`src/rtl/qam_pkg.sv`:
```
// Shared types and helpers for the QAM symbol mapper.
// Mode encoding, bits-per-symbol and per-axis Gray levels.
package qam_pkg;

  typedef enum logic [1:0] {
    MODE_BPSK    = 2'd0,
    MODE_QPSK    = 2'd1,
    MODE_QAM16   = 2'd2,
    MODE_ILLEGAL = 2'd3
  } mode_e;

  typedef enum logic {
    S_IDLE = 1'b0,
    S_RUN  = 1'b1
  } state_e;

  typedef enum logic [1:0] {
    LVL_POS_OUTER = 2'd0,
    LVL_POS_INNER = 2'd1,
    LVL_NEG_INNER = 2'd2,
    LVL_NEG_OUTER = 2'd3
  } level_e;

  function automatic logic [2:0] bps_of(mode_e m);
    logic [2:0] r;
    case (m)
      MODE_QPSK:  r = 3'd2;
      MODE_QAM16: r = 3'd4;
      default:    r = 3'd1;
    endcase
    return r;
  endfunction

  // Gray code per axis: 00,01,11,10 walk from +outer to -outer
  function automatic level_e gray_level(logic [1:0] b);
    level_e r;
    case (b)
      2'b00:   r = LVL_POS_OUTER;
      2'b01:   r = LVL_POS_INNER;
      2'b11:   r = LVL_NEG_INNER;
      default: r = LVL_NEG_OUTER;
    endcase
    return r;
  endfunction

endpackage

```
`src/rtl/qam_symbol_mapper_if.sv`:
```
// Word-in / symbol-out stream bundle of the QAM mapper.
// master drives words and out_ready; slave is the mapper.
interface qam_symbol_mapper_if #(
  parameter int WORD_W = 32,
  parameter int AMP_W  = 16
);

  logic [WORD_W-1:0]       in_data;
  logic [1:0]              in_mode;
  logic                    in_valid;
  logic                    in_ready;
  logic signed [AMP_W-1:0] out_i;
  logic signed [AMP_W-1:0] out_q;
  logic                    out_last;
  logic                    out_valid;
  logic                    out_ready;
  logic                    error;

  modport master (
    output in_data, in_mode, in_valid, out_ready,
    input  in_ready, out_i, out_q, out_last, out_valid, error
  );

  modport slave (
    input  in_data, in_mode, in_valid, out_ready,
    output in_ready, out_i, out_q, out_last, out_valid, error
  );

endinterface

```
`src/rtl/qam_point_lut.sv`:
```
// Combinational constellation lookup: mode + symbol bits -> I/Q.
// Bit 0 is the first-consumed bit; a 0 bit maps to positive amplitude.
module qam_point_lut
  import qam_pkg::*;
#(
  parameter int AMP_W     = 16,
  parameter int AMP_OUTER = 12288,
  parameter int AMP_INNER = 4096
) (
  input  mode_e                   mode_i,
  input  logic [3:0]              bits_i,
  output logic signed [AMP_W-1:0] i_o,
  output logic signed [AMP_W-1:0] q_o
);

  localparam logic signed [AMP_W-1:0] P_OUT = AMP_W'(AMP_OUTER);
  localparam logic signed [AMP_W-1:0] N_OUT = AMP_W'(-AMP_OUTER);
  localparam logic signed [AMP_W-1:0] P_IN  = AMP_W'(AMP_INNER);
  localparam logic signed [AMP_W-1:0] N_IN  = AMP_W'(-AMP_INNER);

  function automatic logic signed [AMP_W-1:0] lvl_amp(level_e l);
    logic signed [AMP_W-1:0] r;
    case (l)
      LVL_POS_OUTER: r = P_OUT;
      LVL_POS_INNER: r = P_IN;
      LVL_NEG_INNER: r = N_IN;
      default:       r = N_OUT;
    endcase
    return r;
  endfunction

  // Select the constellation point for the current mode
  always_comb begin
    i_o = '0;
    q_o = '0;
    unique case (1'b1)
      mode_i == MODE_QPSK: begin
        i_o = bits_i[0] ? N_OUT : P_OUT;
        q_o = bits_i[1] ? N_OUT : P_OUT;
      end
      mode_i == MODE_QAM16: begin
        i_o = lvl_amp(gray_level(bits_i[1:0]));
        q_o = lvl_amp(gray_level(bits_i[3:2]));
      end
      default: begin
        i_o = bits_i[0] ? N_OUT : P_OUT;
      end
    endcase
  end

endmodule

```
`src/rtl/qam_symbol_mapper.sv`:
```
// Serialises data words LSB-first into BPSK/QPSK/16-QAM symbols.
// Registered I/Q output stream with backpressure, no bubble between words.
module qam_symbol_mapper
  import qam_pkg::*;
#(
  parameter int WORD_W    = 32,
  parameter int AMP_W     = 16,
  parameter int AMP_OUTER = 12288,
  parameter int AMP_INNER = 4096
) (
  input logic                clk,
  input logic                rst,
  qam_symbol_mapper_if.slave bus
);

  localparam int CNT_W = $clog2(WORD_W);

  state_e                  state_q;
  mode_e                   mode_q;
  logic [WORD_W-1:0]       shift_q;
  logic [CNT_W-1:0]        cnt_q;
  logic signed [AMP_W-1:0] i_q;
  logic signed [AMP_W-1:0] q_q;
  logic                    last_q;
  logic                    valid_q;
  logic                    err_q;

  mode_e                   in_mode_w;
  logic [CNT_W-1:0]        cnt_init_w;
  logic                    load_w;
  logic                    last_w;
  logic                    rdy_w;
  logic                    accept_w;
  logic signed [AMP_W-1:0] lut_i_w;
  logic signed [AMP_W-1:0] lut_q_w;

  assign in_mode_w = mode_e'(bus.in_mode);

  // The output slot is free when empty or being drained this cycle
  assign load_w   = (state_q == S_RUN) && (!valid_q || bus.out_ready);
  assign last_w   = load_w && (cnt_q == '0);
  assign rdy_w    = !rst && ((state_q == S_IDLE) || last_w);
  assign accept_w = bus.in_valid && rdy_w;

  // Symbols per word minus one, for the incoming mode
  always_comb begin
    cnt_init_w = CNT_W'(WORD_W - 1);
    unique case (1'b1)
      in_mode_w == MODE_QPSK:  cnt_init_w = CNT_W'(WORD_W / 2 - 1);
      in_mode_w == MODE_QAM16: cnt_init_w = CNT_W'(WORD_W / 4 - 1);
      default: ;
    endcase
  end

  qam_point_lut #(
    .AMP_W    (AMP_W),
    .AMP_OUTER(AMP_OUTER),
    .AMP_INNER(AMP_INNER)
  ) u_lut (
    .mode_i(mode_q),
    .bits_i(shift_q[3:0]),
    .i_o   (lut_i_w),
    .q_o   (lut_q_w)
  );

  // Word/shift FSM with registered symbol output and error pulse
  always_ff @(posedge clk) begin
    if (rst) begin
      state_q <= S_IDLE;
      mode_q  <= MODE_BPSK;
      shift_q <= '0;
      cnt_q   <= '0;
      i_q     <= '0;
      q_q     <= '0;
      last_q  <= 1'b0;
      valid_q <= 1'b0;
      err_q   <= 1'b0;
    end else begin
      err_q <= accept_w && (in_mode_w == MODE_ILLEGAL);
      if (load_w) begin
        i_q     <= lut_i_w;
        q_q     <= lut_q_w;
        last_q  <= (cnt_q == '0);
        valid_q <= 1'b1;
        shift_q <= shift_q >> bps_of(mode_q);
        cnt_q   <= cnt_q - CNT_W'(1);
      end else if (bus.out_ready) begin
        valid_q <= 1'b0;
      end
      if (accept_w && (in_mode_w != MODE_ILLEGAL)) begin
        shift_q <= bus.in_data;
        mode_q  <= in_mode_w;
        cnt_q   <= cnt_init_w;
        state_q <= S_RUN;
      end else if (last_w) begin
        state_q <= S_IDLE;
      end
    end
  end

  assign bus.in_ready  = rdy_w;
  assign bus.out_i     = i_q;
  assign bus.out_q     = q_q;
  assign bus.out_last  = last_q;
  assign bus.out_valid = valid_q;
  assign bus.error     = err_q;

endmodule

```
`src/flat_wrapper.sv`:
```
// flat-port wrapper written by rule: the top's interface ports become plain ports
module qam_symbol_mapper_flat import qam_pkg::*;
#(
  parameter int WORD_W    = 32,
  parameter int AMP_W     = 16,
  parameter int AMP_OUTER = 12288,
  parameter int AMP_INNER = 4096
)
  (clk, rst, bus_in_data, bus_in_mode, bus_in_valid, bus_out_ready, bus_in_ready, bus_out_i, bus_out_q, bus_out_last, bus_out_valid, bus_error);
  qam_symbol_mapper_if #(.WORD_W(WORD_W), .AMP_W(AMP_W)) bus_i ();
  input logic clk;
  input logic rst;
  input wire logic [$bits(bus_i.in_data)-1:0] bus_in_data;
  input wire logic [$bits(bus_i.in_mode)-1:0] bus_in_mode;
  input wire logic [$bits(bus_i.in_valid)-1:0] bus_in_valid;
  input wire logic [$bits(bus_i.out_ready)-1:0] bus_out_ready;
  output wire logic [$bits(bus_i.in_ready)-1:0] bus_in_ready;
  output wire logic [$bits(bus_i.out_i)-1:0] bus_out_i;
  output wire logic [$bits(bus_i.out_q)-1:0] bus_out_q;
  output wire logic [$bits(bus_i.out_last)-1:0] bus_out_last;
  output wire logic [$bits(bus_i.out_valid)-1:0] bus_out_valid;
  output wire logic [$bits(bus_i.error)-1:0] bus_error;
  assign bus_i.in_data = bus_in_data;
  assign bus_i.in_mode = bus_in_mode;
  assign bus_i.in_valid = bus_in_valid;
  assign bus_i.out_ready = bus_out_ready;
  assign bus_in_ready = bus_i.in_ready;
  assign bus_out_i = bus_i.out_i;
  assign bus_out_q = bus_i.out_q;
  assign bus_out_last = bus_i.out_last;
  assign bus_out_valid = bus_i.out_valid;
  assign bus_error = bus_i.error;
  qam_symbol_mapper #(.WORD_W(WORD_W), .AMP_W(AMP_W), .AMP_OUTER(AMP_OUTER), .AMP_INNER(AMP_INNER)) u_core (.clk(clk), .rst(rst), .bus(bus_i));
endmodule
```
`config.mk`:
```
export PLATFORM = sky130hd
export DESIGN_NAME = qam_symbol_mapper_flat
export DESIGN_NICKNAME = d
export VERILOG_FILES = /design/src/rtl/qam_pkg.sv /design/src/rtl/qam_symbol_mapper_if.sv /design/src/rtl/qam_point_lut.sv /design/src/rtl/qam_symbol_mapper.sv /design/src/flat_wrapper.sv
export SDC_FILE = /design/constraint.sdc
export NUM_CORES = 1
export LEC_CHECK = 0
export BUFFER_PORTS_ARGS = -buffer_cell sky130_fd_sc_hd__buf_4
export CAP_MARGIN = 5
export CORE_ASPECT_RATIO = 1.2
export CORE_MARGIN = 2
export CORE_UTILIZATION = 60
export CTS_BUF_LIST = sky130_fd_sc_hd__clkbuf_16
export DETAILED_ROUTE_END_ITERATION = 10
export PLACE_DENSITY = 0.86
export SYNTH_ARGS = -nofsm -noshare
export SYNTH_HDL_FRONTEND = slang
export SYNTH_SLANG_ARGS = --single-unit
export TNS_END_PERCENT = 1
```
`constraint.sdc`:
```
create_clock -name clk -period 2.7 [get_ports clk]
set_input_delay 0.27 -clock clk [delete_from_list [all_inputs] [get_ports clk]]
set_output_delay 0.27 -clock clk [all_outputs]
set_load 0.01 [all_outputs]
```
---- After elaboration in Yosys (flattened, before gate mapping) ----
Index checks and enable logic that the tools add are counted.
word-level totals
  flip-flop bits (word level) ............. 75
  word-level logic and storage cells ...... 66
operators by class
  $add $sub $neg .......................... 1
  eq/ne operators ......................... 14
  shifts and indexed selects .............. 1
  multiplexer cells ....................... 22
  bitwise gates (word level) .............. 1
  reduce and logical (&&, ||, !) cells .... 18
operator list
  operator                                                               number
  16-bit case mux with 3 select lines                                    2
  32-bit two-way mux                                                     2
  16-bit two-way mux                                                     3
  16-bit case mux with 2 select lines                                    1
  32-bit by 3-bit >> shifter with 32-bit output                          1
  2-bit equality test, second input constant                             7
  2-bit by 1-bit equality test with 1-bit output, second input constant  6
  2-bit case mux with 3 select lines                                     2
  5-bit two-way mux                                                      2
  5-bit case mux with 2 select lines                                     1
  2-bit logical NOT                                                      4
  1-bit logical AND                                                      6
  3-bit two-way mux                                                      2
  3-bit case mux with 2 select lines                                     1
  2-bit nonzero test                                                     3
  5-bit logical NOT                                                      1
  5-bit by 1-bit subtractor with 5-bit output, second input constant     1
  1-bit two-way mux                                                      4
  2-bit two-way mux                                                      2
  1-bit logical NOT                                                      2
  1-bit logical OR                                                       2
  2-bit != test, second input constant                                   1
  1-bit NOT                                                              1

---- Longest topological paths before layout ----
Gate-level depths: netlist of run 1.
  word-level depth ........................ 9
  gate-level depth with buffers ........... 9
  depth with buffers taken out ............ 7

---- Cells and area by module ----
Synthesis of run 1 repeated with hierarchy kept, for this count alone.
unflattened totals
  cells, all modules ...................... 492
  area, all modules ....................... 4390.5 sq um
by module, submodules not included
  module             instances  cells each  area each (sq um)  seq. area each (sq um)
  qam_symbol_mapper  1          445         4065.1             1501.4
  qam_point_lut      1          47          325.3              0.0

---- Worst setup path after synthesis of run 1 ----
OpenSTA, ideal clock, no wires.
  path kind ............................... register to register
  start point ............................. register u_core.mode_q[0]
  end point ............................... register u_core.shift_q[23]
  library setup time ...................... 0.088 ns
  data arrival time ....................... 1.623 ns
  required time ........................... 2.612 ns
  slack ................................... 0.989 ns
  cell stages (with the launch flop) ...... 8
  buffers on the path ..................... 1
  path through ............................ dfxtp_1 inv_1 ha_1 buf_2 nor2b_1 a222oi_1 nand3_1 a311oi_2
on the way
  word-level cells in the longest chain between the ends .. 7
  elaborated cells on any way between the ends .. 8
RTL lines
  what                                                                                          RTL line                 text
  from (decl)                                                                                   qam_symbol_mapper.sv:19  mode_e mode_q;
  from (signal assigned)                                                                        qam_symbol_mapper.sv:92  mode_q <= in_mode_w;
  2-bit equality test / 2-bit by 1-bit equality test with 1-bit output (equally long branches)  qam_pkg.sv:26            case (m)
  3-bit case mux with 2 select lines (*)                                                        qam_pkg.sv:26
  3-bit two-way mux (*)                                                                         qam_symbol_mapper.sv:80  if (load_w) begin
  3-bit two-way mux (*)                                                                         qam_symbol_mapper.sv:68  if (rst) begin
  32-bit by 3-bit >> shifter with 32-bit output (*)                                             qam_symbol_mapper.sv:85  shift_q <= shift_q >> bps_of(mode_q);
  32-bit two-way mux (*)                                                                        qam_symbol_mapper.sv:80
  32-bit two-way mux (*)                                                                        qam_symbol_mapper.sv:90  if (accept_w && (in_mode_w != MODE_ILLEGAL)) begin
  to (signal assigned)                                                                          qam_symbol_mapper.sv:85
  to (signal assigned)                                                                          qam_symbol_mapper.sv:91  shift_q <= bus.in_data;
  to (decl)                                                                                     qam_symbol_mapper.sv:20  logic [WORD_W-1:0] shift_q;
Every way passes the cells marked *; elsewhere a longest branch is shown, timed or not. The select of a mux whose other input is x is not followed.
A chain may end at the register's enable or synchronous reset.

---- Worst setup path in the final report of run 1 ----
  start point ............................. register u_core.mode_q[1]
  end point ............................... register u_core.shift_q[4]
Same word-level chain as after synthesis.

==> results of run 1 <==
-- worst register-to-register path: stages (launching register included) --
cell	delay [ps]
dfxtp_1	320
inv_1	70
ha_2	740
buf_4	350
mux2i_1	300
o22ai_1	130
o41ai_1	320
-- layout make-up --
class,instances,area [um^2]
inverters,12,45.0
fillers,480,1770
clock buffers,5,125
repair buffers,60,450
clock inverters,3,37.5
well taps,80,100
flip-flops and latches,49,981
multi-input cells,306,2230
-- layer usage --
metal,GRT usage (%),vias to the layer above,wire (um)
met4,9.58,0,173
met3,4.51,14,593
met5,0,-,0
met2,46.5,136,4460
li1,-,1518,-
met1,33.9,1489,3600
-- through the flow --
stage,total power [mW],setup slack [ps],hold slack [ps],instances,instance area [um^2]
finish,2.34,370,190,515,3970
global placement,1.61,578,442,507,3810
CTS,2.34,393,186,515,3970
global route,2.46,230,187,515,3970
floorplan,1.49,989,387,431,3700
detailed placement,1.64,429,447,507,3810
-- cells by family after synthesis --
logic type,count (synthesis),share of synthesized area [%]
xor+xnor,4,0.970
simple gates,117,15.7
buf+inv,76,13.7
other cells,1,0.104
flops,49,27.2
compound gates,96,23.9
fa+ha+maj,7,2.43
mux,58,16.1
-- synth_stat cells, drive strengths merged, types with 3 or more instances --
| cell | n |
|---|---|
| a21oi | 15 |
| a311oi | 7 |
| buf | 56 |
| clkbuf | 8 |
| dfxtp | 49 |
| ha | 7 |
| inv | 12 |
| mux2i | 56 |
| nand2 | 15 |
| nand2b | 5 |
| nand3 | 35 |
| nand4b | 3 |
| nor2 | 38 |
| nor2b | 5 |
| nor3 | 12 |
| o21ai | 7 |
| o22ai | 21 |
| o31ai | 4 |
| o41ai | 21 |
| xor2 | 3 |
-- where the power goes --
| group | switching, mW | total, mW | internal, mW | leakage [nW] |
|---|---|---|---|---|
| clock | 0.262 | 0.693 | 0.431 | 0.0826 |
| combinational | 0.419 | 0.727 | 0.308 | 1.05 |
| sequential | 0.101 | 0.918 | 0.817 | 0.405 |
-- flip-flops by register name, indices dropped and copies added (netlist names) --
name	cells
u_core.shift_q	32
u_core.cnt_q	5
u_core.bus.out_i	3
u_core.bus.out_q	3
u_core.mode_q	2
u_core.bus.error	1
u_core.bus.out_last	1
u_core.bus.out_valid	1
u_core.state_q	1
-- worst max path at each step --
stage | startpoint | slack [ps] | end | cells past startpoint
after floorplan | u_core.mode_q[0] | 990 | u_core.shift_q[23] | 7
after global placement | u_core.mode_q[1] | 580 | u_core.shift_q[4] | 6
after detailed placement | u_core.mode_q[1] | 430 | u_core.shift_q[3] | 6
after CTS | u_core.mode_q[1] | 390 | u_core.shift_q[3] | 6
after global routing | u_core.mode_q[1] | 230 | u_core.shift_q[4] | 6
final | u_core.mode_q[1] | 370 | u_core.shift_q[4] | 6
-- layout by cell type (no fill, tap or decap), drive strengths merged, types with 2 or more instances in the layout --
master    n
dfxtp    49
ha        7
a21oi    15
nand3    35
buf      60
nand2b    5
nor2     38
o41ai    21
o2bb2ai   2
xor2      3
conb     24
a311oi    7
mux2i    56
o22ai    21
a222oi    2
o31ai     4
nor2b     5
o221ai    2
a31o      2
nand2    15
nand4b    3
o32ai     2
o21ai     7
mux2      2
a22oi     2
inv      13
a2bb2oi   2
clkbuf    5
nor3     12
==> summary.txt, run 1 <==
Status
  – Status: completed

Power and ir drop
  – Leakage power: approximately 1.5 nW
  – Pwr Density: 589 mW/mm^2
  – Peak VDD IR: 318 uV

Floorplanning
  – Die width: 74.8 um
  – Top-Level Pins: 74
  – Core Area: 0.00574 mm^2
  – Starting density of the core: roughly 63%
  – Height of the die: 89.0 um
  – Row count: 30
  – Total Die Area: roughly 0.0067 mm^2

Detailed routing
  – WL final: 8.83 mm
  – Wire per inst: 17.1 um
  – Drt initial violations: 269
  – Final ANT Viol Nets: 0
  – Vias: roughly 3,200
  – Vias per cell: 6.13
  – First-pass DRT Iterations: 5
  – Remaining DRCs: 0

Setup path
  – Worst reg2reg startpoint: u_core.mode_q[1]
  – Critical Path RT: about 2900 ps
  – Worst path top cell family by delay: adder cells
  – CP max FO: 34
  – CP bufs+invs: 2
  – Cell Chain, Critical Path: inv_1 -> ha_2 -> buf_4 -> mux2i_1 -> o22ai_1 -> o41ai_1
  – Crit-path slowest cell: ha_2
  – Worst Setup Path Type: reg -> reg
  – R2R setup slack: roughly 370 ps
  – Worst setup EP type: flop
  – Worst EP arrival: 2510 ps
  – Worst Setup Start Kind: flop
  – Slowest Stage Delay on Critical Path: between 700 and 800 ps
  – Reg-to-reg endpoint: u_core.shift_q[4]
  – R2R cell count: 6

Hold path
  – Hold WC Path Type: in -> reg
  – Hold path start: bus_in_data[0]
  – WHS Endpoint: u_core.shift_q[0]
  – Hold Path Stages: 2

Final layout
  – Fin util: 69.1%
  – Area grow syn2layout: 9.94%
  – Final net count: 479
  – Share of layout cells above drive strength 1: 22.5%
  – # diodes: 0

Yosys
  – Post-synthesis area per instance: 8.85 um^2
  – Post-synthesis cell count: between 400 and 500
  – Synthesized cell area: 0.00361 mm^2
  – Main synth FF type: dfxtp_1
  – FFs w/ async S/R, synth: 0%
  – Area fraction of the dominant cell type after synthesis: between 20% and 30%
  – Distinct cells, synth: 50
  – Post-synth EDFFs: 0
  – Yosys warnings: 0
  – Post-synth top area cell: dfxtp_1
  – Top cells by area, synth: dfxtp_1 (27%), mux2i_1 (16%), o41ai_2 (8.1%)
  – Post-synthesis sequential area ratio: 27.2%
  – FF+latch count, synth: around 50

Clock network
  – Worst-skew pair later-pin latency: between 200 and 300 ps
  – CTS resizes: 0
  – Hold-fix buffers at CTS: 0
  – Clock Sinks: 49
  – Clk slew on worst S/H paths: about 60 ps
  – Postcts setup bufs: 0
  – Clock Path Buffers: 2
  – CTS root buffer: clkbuf_16
  – CTS buffer count: 5
  – Htree depth: 2
  – CTS tree: yes

STA
  – Final number of setup-violating endpoints: 0
  – Slew HR: 43.5%
  – Setup TNS: 0 ps
  – Period utilisation layout: 86.3%
  – Final Hold Fails: 0
  – Peak Freq: 429 MHz
  – RSZ-0062 raised after global routing: no
  – Clock Skew: around 4.5 ps
  – Min Clock Period, post-route: 2330 ps
  – Least-Margin Pin Slew: about 850 ps
  – Final Max Slew Viols: 0

Placement
  – GPL Wtd Cong: 0.925
  – # port buffers: between 40 and 50
  – Final HPWL DP: 6.05 mm

Global route
  – Vias in the first global route: 2,944
  – Initial antenna violation count: 0
  – Largest net degree at the start of global routing: between 40 and 50
  – First-pass GRT wire length: between 10 and 15 mm
  – Total GRT Usage: 27.1%
  – Grt ovf: 0

Flow run
  – Max-cap viol count: 0
(Power assumes the default switching activity.)
==> run 2: changes to the inputs <==
--- a/config.mk
+++ b/config.mk
@@ -8,11 +8,12 @@
 export BUFFER_PORTS_ARGS = -buffer_cell sky130_fd_sc_hd__buf_4
 export CAP_MARGIN = 5
 export CORE_ASPECT_RATIO = 1.2
-export CORE_MARGIN = 2
-export CORE_UTILIZATION = 60
+export CORE_MARGIN = 4
+export CORE_UTILIZATION = 50
 export CTS_BUF_LIST = sky130_fd_sc_hd__clkbuf_16
 export DETAILED_ROUTE_END_ITERATION = 10
-export PLACE_DENSITY = 0.86
+export PLACE_DENSITY = 0.77
+export REMOVE_ABC_BUFFERS = 1
 export SYNTH_ARGS = -nofsm -noshare
 export SYNTH_HDL_FRONTEND = slang
 export SYNTH_SLANG_ARGS = --single-unit
==> constraint.sdc (replaced) <==
create_clock -name clk -period 1.9 [get_ports clk]
set_input_delay 0.19 -clock clk [delete_from_list [all_inputs] [get_ports clk]]
set_output_delay 0.19 -clock clk [all_outputs]
set_load 0.01 [all_outputs]
==> run 2 against run 1 <==
Against the previous run: first-iteration DRC count decreased by 4.5%; sequential share of layout area decreased by 1.2 points; design area increased by 5.3%; die area increased by 30%; non-clock buffer count increased by 20; global-route usage decreased by 5.5 points; largest cell class unchanged; highest routed layer unchanged.
==> summary.txt, run 2 (same netlist as run 1, synthesis figures left out) <==
Final layout
  – Max reg flops: 32 (unchanged)
  – Final instance area: 0.00418 mm^2 (+5.3%)
  – Final net count: 499 (+4.2%)
  – Largest regs: u_core.shift_q (32), u_core.cnt_q (5)
  – Commonest cells after routing, fill and taps aside: buf_4 (75), mux2i_1 (56), dfxtp_1 (48), nor2_1 (36), nand3_1 (35)
  – Share of layout cells above drive strength 1: 26.2% (+3.6 points)
  – Biggest register: u_core.shift_q
  – # diodes: 0 (unchanged)
  – Area grow syn2layout: 15.8%
  – Leading cell type in the layout, fill and taps excluded: buf_4

Detailed routing
  – Wire per inst: 17.1 um (-0.11%)
  – Drt initial violations: 257 (-4.5%)
  – Vias: 3,209 (+1.6%)
  – Final ANT Viol Nets: 0 (unchanged)
  – WL final: 9.28 mm (+5.1%)
  – First-pass DRT Iterations: 4 (-1)
  – Vias per cell: 5.92 (-3.4%)
  – Remaining DRCs: 0 (unchanged)

Floorplanning
  – Height of the die: 101 um (+14%)
  – Die width: 85.6 um (+14%)
  – Total Die Area: 0.00865 mm^2 (+30%)
  – Starting density of the core: 52.1% (-11 points)
  – Top-Level Pins: 74 (unchanged)
  – Row count: 33 (+10%)
  – Core Area: 0.00694 mm^2 (+21%)

Setup path
  – Worst path top cell family by delay: buffers and inverters
  – Worst EP arrival: 1960 ps (-550 ps)
  – CP max FO: 13 (-62%)
  – CP bufs+invs: 2 (unchanged)
  – Critical Path RT: 2070 ps (-810 ps)
  – Worst setup EP type: flop
  – Slowest Stage Delay on Critical Path: 340 ps (-400 ps)
  – Worst reg2reg startpoint: u_core.mode_q[1]
  – Reg-to-reg endpoint: u_core.shift_q[0]
  – R2R setup slack: 110 ps (-260 ps)
  – R2R cell count: 7 (+1)
  – Crit-path slowest cell: dfxtp_1
  – Worst Setup Start Kind: flop
  – Cell Chain, Critical Path: inv_1 -> ha_4 -> buf_4 -> mux2i_1 -> nor3_1 -> o32ai_1 -> o2bb2ai_1
  – Worst Setup Path Type: reg -> reg

STA
  – Final number of setup-violating endpoints: 0 (unchanged)
  – Clock Skew: 3.62 ps (-0.890 ps)
  – Peak Freq: 558 MHz (+30%)
  – Final Max Slew Viols: 0 (unchanged)
  – RSZ-0062 raised after global routing: no
  – Slew HR: 64.4% (+21 points)
  – Least-Margin Pin Slew: 520 ps (-327 ps)
  – Min Clock Period, post-route: 1790 ps (-539 ps)
  – Worst setup margin: 109 ps (-261 ps)
  – Setup TNS: 0 ps (unchanged)
  – Final Hold Fails: 0 (unchanged)
  – Period utilisation layout: 94.3% (+8.0 points)

Clock network
  – Htree depth: 2 (unchanged)
  – Clk slew on worst S/H paths: 60 ps (about the same)
  – CTS tree: yes
  – Clock Path Buffers: 2 (unchanged)
  – CTS buffer count: 5 (unchanged)
  – CTS root buffer: clkbuf_16
  – Worst-skew pair later-pin latency: 290 ps (about the same)
  – Clock Sinks: 49 (unchanged)
  – Hold-fix buffers at CTS: 0 (unchanged)

Global route
  – Total GRT Usage: 21.6% (-5.5 points)
  – Largest net degree at the start of global routing: 26 (-43%)
  – Grt ovf: 0 (unchanged)
  – First-pass GRT wire length: 15.1 mm (+7.4%)
  – Initial antenna violation count: 0 (unchanged)
  – Vias in the first global route: 3,170 (+7.7%)

Flow run
  – Max-cap viol count: 0 (unchanged)

Hold path
  – Hold path start: bus_in_data[25]
  – Hold WC Path Type: in -> reg
  – WHS Endpoint: u_core.shift_q[25]
  – Hold Path Stages: 2 (unchanged)

Placement
  – Placed cell areas: 0.00402 mm^2 (+5.5%)
  – GPL Wtd Cong: 0.938 (+1.5%)
  – Final HPWL DP: 7.12 mm (+18%)
  – # port buffers: 49 (unchanged)
  – Placement Setup Slack: 44.5 ps (-384 ps)

Power and ir drop
  – Pwr Density: 779 mW/mm^2 (+32%)
  – Leakage power: 1.65 nW (+7.4%)
  – Peak VDD IR: 433 uV (+36%)

Status
  – Status: completed
[run 2: changes by cell type in the layout (fill, tap and decap cells not counted), sizes merged]
cell and delta:
bufinv -1, clkinv -1, buf +20, inv +2
[run 2: power breakdown]
part           internal (mW)  total (mW)  switching [mW]  leakage, nW
sequential              1.16        1.30           0.140        0.405
clock                  0.474       0.845           0.371       0.0776
combinational          0.500        1.11           0.610         1.17
total                   2.14        3.26            1.12         1.65
[run 2: worst max path at each step]
stage                startpoint            endpoint  slack, ps  cells after the start
5_1_grt        u_core.mode_q[0]   u_core.shift_q[3]         10                      7
2_1_floorplan  u_core.mode_q[1]  u_core.shift_q[27]       -850                      6
4_1_cts        u_core.mode_q[0]  u_core.shift_q[22]         20                      6
3_3_place_gp   u_core.mode_q[1]  u_core.shift_q[22]         80                      6
6_report       u_core.mode_q[1]   u_core.shift_q[0]        110                      7
3_5_place_dp   u_core.mode_q[1]  u_core.shift_q[18]         40                      6
[run 2: metrics by stage]
stage / cells / hold WS (ps) / power (mW) / util [%]
2_1_floorplan: 367 / 258 / 2.00 / -
3_3_place_gp: 534 / 399 / 2.36 / 57.9
3_5_place_dp: 534 / 409 / 2.41 / 57.9
4_1_cts: 542 / 106 / 3.26 / 59.9
5_1_grt: 542 / 111 / 3.43 / 60.3
6_report: 542 / 113 / 3.26 / 60.3
[run 2: final cells by class]
| class | count | area [um^2] |
|---|---|---|
| Tap cell | 87 | 109 |
| Clock buffer | 5 | 125 |
| Fill cell | 625 | 2760 |
| Inverter | 12 | 45.0 |
| Multi-Input combinational cell | 306 | 2250 |
| Timing Repair Buffer | 80 | 654 |
| Sequential cell | 49 | 982 |
| Clock inverter | 3 | 11.3 |
[run 2: layer usage]
metal / GRT usage, % / wire, um / vias up
li1: - / - / 1560
met3: 3.60 / 485 / 19
met4: 6.46 / 182 / 0
met1: 25.4 / 3860 / 1525
met2: 39.7 / 4750 / 105
met5: 0 / 0 / -
[run 2: worst reg2reg max path, stage by stage (launching register included)]
cell	delay, ps
dfxtp_1	340
inv_1	110
ha_4	240
buf_4	250
mux2i_1	290
nor3_1	80
o32ai_1	250
o2bb2ai_1	110
[run 2: timing repair]
| action | in CTS | in global routing |
|---|---|---|
| resized for setup | 0 | 6 |
| endpoints found under the setup margin | 0 | 30 |
| setup buffers | 0 | 0 |
